File: src/rtl/cdc_tx_arbiter_if.sv
`default_nettype none
// ============================================================================
// Module   : cdc_tx_arbiter_if
// Purpose  : Bundle of the requester handshake, the acknowledge return path
//            and the shared data-synchronizer bus of cdc_tx_arbiter.
// Ports    : (interface signals)
//            req        [3:0]          per-requester transfer request (level)
//            req_data   [4*WIDTH-1:0]  requester i word at [i*WIDTH +: WIDTH]
//            ack_in                    acknowledge, already synchronized to CLK
//            gnt        [3:0]          one-hot, one-cycle grant pulse
//            unsync_bus [WIDTH-1:0]    registered word to the data synchronizer
//            bus_enable                registered enable to the data synchronizer
//            busy                      high whenever the arbiter is not idle
//            done                      one-cycle handshake-complete pulse
//            err                       one-cycle timeout pulse
// Modports : master -- requesters / destination side (drives req, ack_in)
//            slave  -- the arbiter itself
// Revision : 1.0  initial release
// ============================================================================
interface cdc_tx_arbiter_if #(
    parameter int WIDTH = 8
);
    logic [3:0]         req;
    logic [4*WIDTH-1:0] req_data;
    logic               ack_in;
    logic [3:0]         gnt;
    logic [WIDTH-1:0]   unsync_bus;
    logic               bus_enable;
    logic               busy;
    logic               done;
    logic               err;

    modport master (
        output req,
        output req_data,
        output ack_in,
        input  gnt,
        input  unsync_bus,
        input  bus_enable,
        input  busy,
        input  done,
        input  err
    );

    modport slave (
        input  req,
        input  req_data,
        input  ack_in,
        output gnt,
        output unsync_bus,
        output bus_enable,
        output busy,
        output done,
        output err
    );
endinterface
`default_nettype wire

File: src/rtl/cdc_tx_arbiter.sv
`default_nettype none
// ============================================================================
// Module   : cdc_tx_arbiter
// Purpose  : Four-way round-robin arbiter in front of one shared
//            enable-qualified data synchronizer. A granted word is placed on
//            unsync_bus one cycle before bus_enable rises, then a full
//            four-phase handshake on ack_in (high, then low) returns the
//            block to IDLE.
// Ports    : CLK  -- single clock, rising edge
//            RST  -- synchronous, active-high reset
//            bus  -- cdc_tx_arbiter_if.slave (req, req_data, ack_in in;
//                    gnt, unsync_bus, bus_enable, busy, done, err out)
// Params   : WIDTH   -- word width of each requester and of unsync_bus
//            TIMEOUT -- handshake timeout in CLK cycles (1..255), only used
//                       when the timeout feature is compiled in
// Macro    : CDC_ARB_TIMEOUT_EN -- when defined, each wait state gives up
//            after TIMEOUT cycles and pulses err; when undefined the wait
//            states wait forever and err is constant 0.
// Revision : 1.0  initial release
// ============================================================================
module cdc_tx_arbiter #(
    parameter int WIDTH   = 8,
    parameter int TIMEOUT = 255
) (
    input  wire logic       CLK,
    input  wire logic       RST,
    cdc_tx_arbiter_if.slave bus
);

    // Out-of-range TIMEOUT would silently truncate into the 8-bit counter.
    generate
        if ((TIMEOUT < 1) || (TIMEOUT > 255)) begin : g_timeout_range_check
            $error("cdc_tx_arbiter: TIMEOUT must lie in 1..255");
        end
    endgenerate

    typedef enum logic [1:0] {
        IDLE    = 2'd0,
        SETUP   = 2'd1,
        WAIT_HI = 2'd2,
        WAIT_LO = 2'd3
    } state_t;

    state_t           r_state;
    state_t           w_state_nxt;
    logic [3:0]       r_gnt;
    logic [3:0]       w_gnt_nxt;
    logic [WIDTH-1:0] r_bus;
    logic [WIDTH-1:0] w_bus_nxt;
    logic             r_en;
    logic             w_en_nxt;
    logic             r_done;
    logic             w_done_nxt;
    logic             r_err;
    logic             w_err_nxt;
    logic [1:0]       r_last;
    logic [1:0]       w_last_nxt;

    logic             w_win_vld;
    logic [1:0]       w_win_idx;
    logic             w_tmo;

    // ------------------------------------------------------------------------
    // Round-robin pick: scan last+1, last+2, last+3, last (mod 4). The
    // previously granted requester is therefore always considered last.
    // ------------------------------------------------------------------------
    always_comb begin
        w_win_vld = 1'b0;
        w_win_idx = r_last;
        for (int k = 1; k <= 4; k++) begin
            if (!w_win_vld && bus.req[r_last + 2'(k)]) begin
                w_win_vld = 1'b1;
                w_win_idx = r_last + 2'(k);
            end
        end
    end

    // ------------------------------------------------------------------------
    // Handshake timeout. The counter restarts whenever a wait state is
    // entered (including WAIT_HI -> WAIT_LO) and counts every cycle spent
    // waiting; w_tmo fires on the edge at which the count reaches TIMEOUT,
    // i.e. after exactly TIMEOUT cycles in the current wait state.
    // ------------------------------------------------------------------------
`ifdef CDC_ARB_TIMEOUT_EN
    localparam logic [7:0] c_TIMEOUT = 8'(TIMEOUT);

    logic [7:0] r_cnt;
    logic       w_in_wait;
    logic       w_wait_entry;

    assign w_in_wait    = (r_state == WAIT_HI) || (r_state == WAIT_LO);
    assign w_tmo        = w_in_wait && ((r_cnt + 8'd1) == c_TIMEOUT);
    assign w_wait_entry = (w_state_nxt != r_state) &&
                          ((w_state_nxt == WAIT_HI) || (w_state_nxt == WAIT_LO));

    always_ff @(posedge CLK) begin
        if (RST) begin
            r_cnt <= 8'd0;
        end else if (w_wait_entry || !w_in_wait) begin
            r_cnt <= 8'd0;
        end else begin
            r_cnt <= r_cnt + 8'd1;
        end
    end
`else
    // No counter: the wait states only leave on the ack_in level.
    assign w_tmo = 1'b0;
`endif

    // ------------------------------------------------------------------------
    // State register and all registered outputs.
    // ------------------------------------------------------------------------
    always_ff @(posedge CLK) begin
        if (RST) begin
            r_state <= IDLE;
            r_gnt   <= 4'b0000;
            r_bus   <= '0;
            r_en    <= 1'b0;
            r_done  <= 1'b0;
            r_err   <= 1'b0;
            r_last  <= 2'd3;   // requester 0 wins first after reset
        end else begin
            r_state <= w_state_nxt;
            r_gnt   <= w_gnt_nxt;
            r_bus   <= w_bus_nxt;
            r_en    <= w_en_nxt;
            r_done  <= w_done_nxt;
            r_err   <= w_err_nxt;
            r_last  <= w_last_nxt;
        end
    end

    // ------------------------------------------------------------------------
    // Next-state and next-output decode. gnt, done and err are pulses and
    // default low; unsync_bus, bus_enable and last-granted default to hold.
    // req is only looked at in IDLE and ack_in only in the two wait states.
    // ------------------------------------------------------------------------
    always_comb begin
        w_state_nxt = r_state;
        w_gnt_nxt   = 4'b0000;
        w_bus_nxt   = r_bus;
        w_en_nxt    = r_en;
        w_done_nxt  = 1'b0;
        w_err_nxt   = 1'b0;
        w_last_nxt  = r_last;

        case (r_state)
            IDLE: begin
                if (w_win_vld) begin
                    w_state_nxt = SETUP;
                    w_gnt_nxt   = 4'b0001 << w_win_idx;
                    w_bus_nxt   = bus.req_data[int'(w_win_idx) * WIDTH +: WIDTH];
                    w_last_nxt  = w_win_idx;
                end
            end

            // Data has been stable for one cycle; now qualify it.
            SETUP: begin
                w_state_nxt = WAIT_HI;
                w_en_nxt    = 1'b1;
            end

            WAIT_HI: begin
                if (bus.ack_in) begin
                    w_state_nxt = WAIT_LO;
                    w_en_nxt    = 1'b0;
                end else if (w_tmo) begin
                    w_state_nxt = WAIT_LO;
                    w_en_nxt    = 1'b0;
                    w_err_nxt   = 1'b1;
                end
            end

            WAIT_LO: begin
                if (!bus.ack_in) begin
                    w_state_nxt = IDLE;
                    w_done_nxt  = 1'b1;
                end else if (w_tmo) begin
                    w_state_nxt = IDLE;
                    w_err_nxt   = 1'b1;
                end
            end

            default: begin
                w_state_nxt = IDLE;
                w_en_nxt    = 1'b0;
            end
        endcase
    end

    assign bus.gnt        = r_gnt;
    assign bus.unsync_bus = r_bus;
    assign bus.bus_enable = r_en;
    assign bus.busy       = (r_state != IDLE);
    assign bus.done       = r_done;
    assign bus.err        = r_err;

endmodule
`default_nettype wire

File: src/flat_wrapper.sv
// flat-port wrapper written by rule: the top's interface ports become plain ports
module cdc_tx_arbiter_flat 
#(
    parameter int WIDTH   = 8,
    parameter int TIMEOUT = 255
)
  (CLK, RST, bus_req, bus_req_data, bus_ack_in, bus_gnt, bus_unsync_bus, bus_bus_enable, bus_busy, bus_done, bus_err);
  cdc_tx_arbiter_if #(.WIDTH(WIDTH)) bus_i ();
  input  wire logic CLK;
  input  wire logic RST;
  input wire logic [$bits(bus_i.req)-1:0] bus_req;
  input wire logic [$bits(bus_i.req_data)-1:0] bus_req_data;
  input wire logic [$bits(bus_i.ack_in)-1:0] bus_ack_in;
  output wire logic [$bits(bus_i.gnt)-1:0] bus_gnt;
  output wire logic [$bits(bus_i.unsync_bus)-1:0] bus_unsync_bus;
  output wire logic [$bits(bus_i.bus_enable)-1:0] bus_bus_enable;
  output wire logic [$bits(bus_i.busy)-1:0] bus_busy;
  output wire logic [$bits(bus_i.done)-1:0] bus_done;
  output wire logic [$bits(bus_i.err)-1:0] bus_err;
  assign bus_i.req = bus_req;
  assign bus_i.req_data = bus_req_data;
  assign bus_i.ack_in = bus_ack_in;
  assign bus_gnt = bus_i.gnt;
  assign bus_unsync_bus = bus_i.unsync_bus;
  assign bus_bus_enable = bus_i.bus_enable;
  assign bus_busy = bus_i.busy;
  assign bus_done = bus_i.done;
  assign bus_err = bus_i.err;
  cdc_tx_arbiter #(.WIDTH(WIDTH), .TIMEOUT(TIMEOUT)) u_core (.CLK(CLK), .RST(RST), .bus(bus_i));
endmodule
File: config.mk
export PLATFORM = sky130hd
export DESIGN_NAME = cdc_tx_arbiter_flat
export DESIGN_NICKNAME = d
export VERILOG_FILES = /design/src/rtl/cdc_tx_arbiter_if.sv /design/src/rtl/cdc_tx_arbiter.sv /design/src/flat_wrapper.sv
export SDC_FILE = /design/constraint.sdc
export NUM_CORES = 1
export LEC_CHECK = 0
export BUFFER_PORTS_ARGS = -buffer_cell sky130_fd_sc_hd__buf_4
export CAP_MARGIN = 20
export CORE_MARGIN = 2
export CORE_UTILIZATION = 45
export DETAILED_ROUTE_END_ITERATION = 16
export PLACE_DENSITY = 0.77
export SYNTH_ARGS = -nofsm -noshare
export SYNTH_HDL_FRONTEND = slang
export SYNTH_SLANG_ARGS = --single-unit
File: constraint.sdc
create_clock -name CLK -period 2.1 [get_ports CLK]
set_input_delay 0.105 -clock CLK [delete_from_list [all_inputs] [get_ports CLK]]
set_output_delay 0.105 -clock CLK [all_outputs]
set_load 0.005 [all_outputs]
After elaboration in Yosys (flattened, before gate mapping):

Cells that the tools add are included.

* bits of input ports: 39
* flip-flop bits (word level): 18
* logic and storage cells: 61
* output and inout port bits: 16

* magnitude comparators: 4
* reduce and logical (&&, ||, !) cells: 14
* shifts and indexed selects: 2
* add/subtract/negate cells: 3
* eq/ne operators: 6
* muxes and demuxes: 23
* bitwise gates (word level): 3

Operator list (count)
* indexed part select 32 x 6 -> 8 bit: 1
* 2-to-1 mux 2 bit: 7
* less-than comparator 2 x 3 -> 1 bit (second input constant): 4
* 2-to-1 mux 1 bit: 10
* binary-select mux 1 bit (select 2 bit): 4
* case mux 2 bit (4 select lines): 1
* adder 2 bit (second input constant): 2
* equality test 2 bit (second input constant): 2
* != test 2 bit (second input constant): 2
* AND reduction 2 bit: 2
* nonzero test 2 bit: 2
* left shift 1 x 2 -> 4 bit (first input constant): 1
* logical AND 1 bit: 3
* logical NOT 1 bit: 3
* NOT 1 bit: 3
* AND reduction 3 bit: 1
* OR reduction 3 bit: 1
* adder 2 x 1 -> 2 bit (second input constant): 1
* equality test 2 x 1 -> 1 bit (second input constant): 1
* logical NOT 2 bit: 1
* != test 2 x 1 -> 1 bit (second input constant): 1
* case mux 1 bit (2 select lines): 1
* OR reduction 2 bit: 1

Longest topological paths before layout:

* depth after elaboration: 15
* gate-level depth with buffers: 7
* depth with buffers taken out: 7

Least setup slack after synthesis:

Ideal clock, no wire load.

* path kind: flip-flop to flip-flop
* from: reg u_core.r_last[1]
* to: reg u_core.r_bus[4], in the netlist u_core.bus.unsync_bus[4]
* slack: 599 ps
* data required time: 1972 ps
* buffers on the path: 2
* arrival: 1373 ps
* stages on the path, launching flop included: 8
* cells stage by stage: dfxtp_1 > buf_6 > mux2i_1 > nor2_1 > nor3_2 > buf_6 > mux2i_1 > o221ai_2

* word-level cells in the longest chain between the ends: 14

RTL lines
* start: declaration: line cdc_tx_arbiter.sv:56 `logic [1:0] r_last;`
* start signal: assignment: line cdc_tx_arbiter.sv:129 `r_last <= w_last_nxt;`
* adder 2 x 1 -> 2 bit: line cdc_tx_arbiter.sv:71, cdc_tx_arbiter.sv:73
* binary-select mux 1 bit (select 2 bit): line cdc_tx_arbiter.sv:71 `if (!w_win_vld && bus.req[r_last + 2'(k)]) begin`
* 2-to-1 mux 1 bit (not written as such): line cdc_tx_arbiter.sv:71
* 2-to-1 mux 1 bit: line cdc_tx_arbiter.sv:71
* logical NOT 1 bit: line cdc_tx_arbiter.sv:71
* logical AND 1 bit: line cdc_tx_arbiter.sv:71
* 2-to-1 mux 1 bit: line cdc_tx_arbiter.sv:71
* logical NOT 1 bit: line cdc_tx_arbiter.sv:71
* logical AND 1 bit: line cdc_tx_arbiter.sv:71
* 2-to-1 mux 1 bit: line cdc_tx_arbiter.sv:71
* logical NOT 1 bit: line cdc_tx_arbiter.sv:71
* logical AND 1 bit: line cdc_tx_arbiter.sv:71
* 2-to-1 mux 2 bit / 2-to-1 mux 1 bit (equally long branches): line cdc_tx_arbiter.sv:71
* indexed part select 32 x 6 -> 8 bit / AND reduction 2 bit (equally long branches)
* end signal: assignment: line cdc_tx_arbiter.sv:125 `r_bus <= w_bus_nxt;`
* end: declaration: line cdc_tx_arbiter.sv:48 `logic [WIDTH-1:0] r_bus;`

Parallel ways exist; a longest one is shown, timed or not. The select of a mux whose other input is x is not followed.
A chain may end at the register's enable or synchronous reset.

Worst setup path in the final report:

* from: reg u_core.r_last[1]
* to: reg u_core.r_bus[0], in the netlist u_core.bus.unsync_bus[0]

The elaborated chain is that of the path after synthesis.

==> results.json <==
{
  "wl_um": 2430,
  "hp-class": "in2reg",
  "worstRegToRegCells": 6,
  "worst_pin_slew_ns": 0.530,
  "clk_pin_slew_ns": 0.11,
  "core_area_um2": 2410,
  "ant_nets": 0,
  "drt_iter0_drc": 6,
  "grt_overflow": 0,
  "vias": 989,
  "synth-seq-cells": 18,
  "cp_top_family": "multiplexers",
  "endpoint": "u_core.bus.unsync_bus[0]$_SDFFE_PP0P_",
  "synth_simple_gate_area_share_pct": 19.0,
  "setup_violations": 0,
  "ys_warn_count": 0,
  "io_pins": 55,
  "status": "completed",
  "ys.flop_type": "dfxtp_1",
  "htree_levels": 1,
  "swShare_pct": 37.4,
  "grt_pass1_vias": 909,
  "endpoint_kind": "flop",
  "synth-adder-area-share_pct": 5.59,
  "die-area_um2": 2900,
  "cp-start-kind": "flop",
  "drive_gt1_share_pct": 47.0,
  "dpl.hpwl_um": 1930,
  "antenna_found_initial": 0,
  "multi_input_area_um2": 684,
  "synth-edff-count": 0,
  "wire_per_inst_um": 12.4,
  "switchingPower_uw": 633,
  "r2r_slack_ns": 0.32,
  "crit_cells": 6,
  "intPower_mw": 1.06,
  "insertion_delay_ns": 0.30,
  "port_buffers": 53,
  "synth_nets": 156,
  "cts_root_buf": "clkbuf_4",
  "seqPwrFrac_pct": 32.5,
  "power_density_nw_per_um2": 1080,
  "ys_top_cells_by_count": "dfxtp_1, mux2i_1, nand2_1, nor2_1, nand3_1",
  "synthCells": 112,
  "syn_area_per_cell_um2": 9.99,
  "grt_pass1_wl_um": 3630,
  "p_clk_share_pct": 13.0,
  "fmax_mhz": 563,
  "cts_tree": "yes",
  "crit_chain": "mux2i_1 > nor2_1 > nor3_4 > buf_4 > mux2i_1 > o221ai_2",
  "cts_buffers": 3,
  "reg2reg_from": "u_core.r_last[1]$_SDFFE_PP1P_",
  "stdcell_area_um2": 1570,
  "synth_compound_area_share_pct": 19.1,
  "synth_most_common_cell": "dfxtp_1",
  "num-nets-final": 211,
  "core.rowCount": 18,
  "crit_type": "reg2reg",
  "cts_setup_buffers": 0,
  "rr_endpoint": "u_core.bus.unsync_bus[0]$_SDFFE_PP0P_",
  "placed_cell_area_um2": 1520,
  "cp_slowest_stage_delay_ns": 0.47,
  "n_antenna_cell": 0,
  "ctsResizeCount": 0,
  "routabilityCongestion": 0.634,
  "skew_ns": 0.00113,
  "nFillCells": 211,
  "cap_violations": 0,
  "synth-async-reset-ratio_pct": 0,
  "crit_top_cell": "mux2i_1",
  "setup.worst_path.start": "u_core.r_last[1]$_SDFFE_PP1P_",
  "start_util_pct": 46.4,
  "area_growth_syn_to_layout_pct": 40.2,
  "die_w_um": 53.9,
  "rsz0062_at_grt": "no",
  "synthDistinctLibCells": 31,
  "hold_viol_final": 0,
  "yosysTopAreaCellShare_pct": 32.2,
  "critical_path_required_ns": 2.29,
  "synth_top_family_by_area": "compound AO/OA/AOI/OAI gates",
  "cts.sinks": 18,
  "firstDrtPassIters": 4,
  "grt_max_degree": 21,
  "power_frac_comb_pct": 54.5,
  "viasPerCell": 5.05,
  "synthMuxAreaShare_pct": 16.6,
  "regArea_um2": 360,
  "total_power_mw": 1.70,
  "worstPathMaxFanout": 20,
  "slew_headroom_pct": 64.7,
  "yosys-top-cells-area": "dfxtp_1, mux2i_1, o221ai_2",
  "cp_num_buf_inv": 1,
  "synth_top_cell_by_area": "dfxtp_1",
  "slew_violations": 0,
  "totalNegativeSetupSlack_ns": 0,
  "p_leak_nw": 0.771,
  "clockBufferDepth": 2,
  "grt_usage_pct": 17.4,
  "drc": 0,
  "period_needed_ns": 1.78,
  "worstPathArrival_ns": 1.97,
  "syn-cell-area_um2": 1120,
  "crit_slowest_cell": "dfxtp_1",
  "synth_seq_area_share_pct": 32.2,
  "vdd_ir_drop_max_mv": 0.679,
  "synthXorXnorAreaFrac_pct": 0,
  "period_share_pct": 84.5,
  "die_h_um": 53.9
}
worst min-delay path by stage:
stage / from / endpoint / slack [ns] / depth (start not counted)
6_report: RST / u_core.r_state[1]$_SDFFE_PP0P_ / 0.02 / 2
5_1_grt: RST / u_core.bus.done$_SDFF_PP0_ / 0.03 / 2
4_1_cts: RST / u_core.bus.bus_enable$_SDFFE_PP0P_ / 0.02 / 2
3_5_place_dp: bus_ack_in / u_core.bus.done$_SDFF_PP0_ / 0.30 / 2
3_3_place_gp: bus_ack_in / u_core.bus.done$_SDFF_PP0_ / 0.30 / 2
2_1_floorplan: bus_ack_in / u_core.bus.done$_SDFF_PP0_ / 0.18 / 1
power by group through the flow:
stage	sequential (mW)	combinational (mW)	clock (mW)
after floorplan	0.545	0.656	0
after global placement	0.552	0.901	0
after detailed placement	0.559	0.933	0
after CTS	0.551	0.937	0.222
after global routing	0.567	1.02	0.232
final	0.551	0.925	0.220
repair_timing:
item | in CTS | in global routing
hold buffers | 1 | 0
endpoints found under the hold margin | 1 | 0
endpoints found under the setup margin | 0 | 0
layer usage:
layer	vias to the layer above	global-route usage, %	routed length [um]
met5	-	0	0
met1	443	16.5	960
li1	506	-	-
met2	36	35.0	1220
met3	4	4.44	223
met4	0	6.41	27
flip-flops by register name (all words and copies together), names as in the netlist:
name                   cells
u_core.bus.unsync_bus      8
u_core.bus.gnt             4
u_core.r_last              2
u_core.r_state             2
u_core.bus.bus_enable      1
u_core.bus.done            1
cells by family (layout without fill, tap and decap cells):
family | count (synthesis) | in the layout
adder cells (fa/ha/maj) | 5 | 5
other | 1 | 1
flip-flops | 18 | 18
AO/OA/AOI/OAI | 18 | 18
AND/OR/NAND/NOR | 41 | 41
multiplexers | 17 | 17
buffers and inverters | 12 | 66
stage by stage:
step,util (%),worst slack (ns),instances,hold slack (ns)
after floorplan,-,0.599,112,0.181
after global placement,63.1,0.423,191,0.304
after detailed placement,63.1,0.315,191,0.305
after CTS,65.1,0.301,196,0.0187
after global routing,65.1,0.192,196,0.0260
final,65.1,0.325,196,0.0243
worst reg2reg max path, stage by stage, from the launching register on:
cell      delay [ns]
dfxtp_1         0.47
mux2i_1         0.23
nor2_1          0.09
nor3_4          0.16
buf_4           0.32
mux2i_1         0.29
o221ai_2        0.12
cells in the final DEF, fill, tap and decap left out:
cell,n
a211o_1,1
a211oi_1,1
a21oi_1,4
a221oi_1,1
a22oi_1,1
and3b_1,1
buf_4,56
clkbuf_4,3
clkbuf_8,1
conb_1,1
dfxtp_1,18
dlygate4sd3_1,1
ha_1,5
inv_1,5
mux2_4,3
mux2i_1,14
nand2_1,10
nand2_2,1
nand2b_1,2
nand3_1,6
nor2_1,10
nor2_2,2
nor2b_1,4
nor3_4,1
nor3b_1,2
nor4_1,1
o211ai_2,3
o221ai_2,5
o31ai_4,1
o41ai_4,1
or3_4,1
final cells by class:
class,count,share of cell area (%)
clock buffer,4,2.31
inverter,5,1.20
multi-input combinational,82,43.7
sequential,18,23.0
tap,30,2.39
timing repair buffer,57,27.5
(Power assumes the default switching activity.)
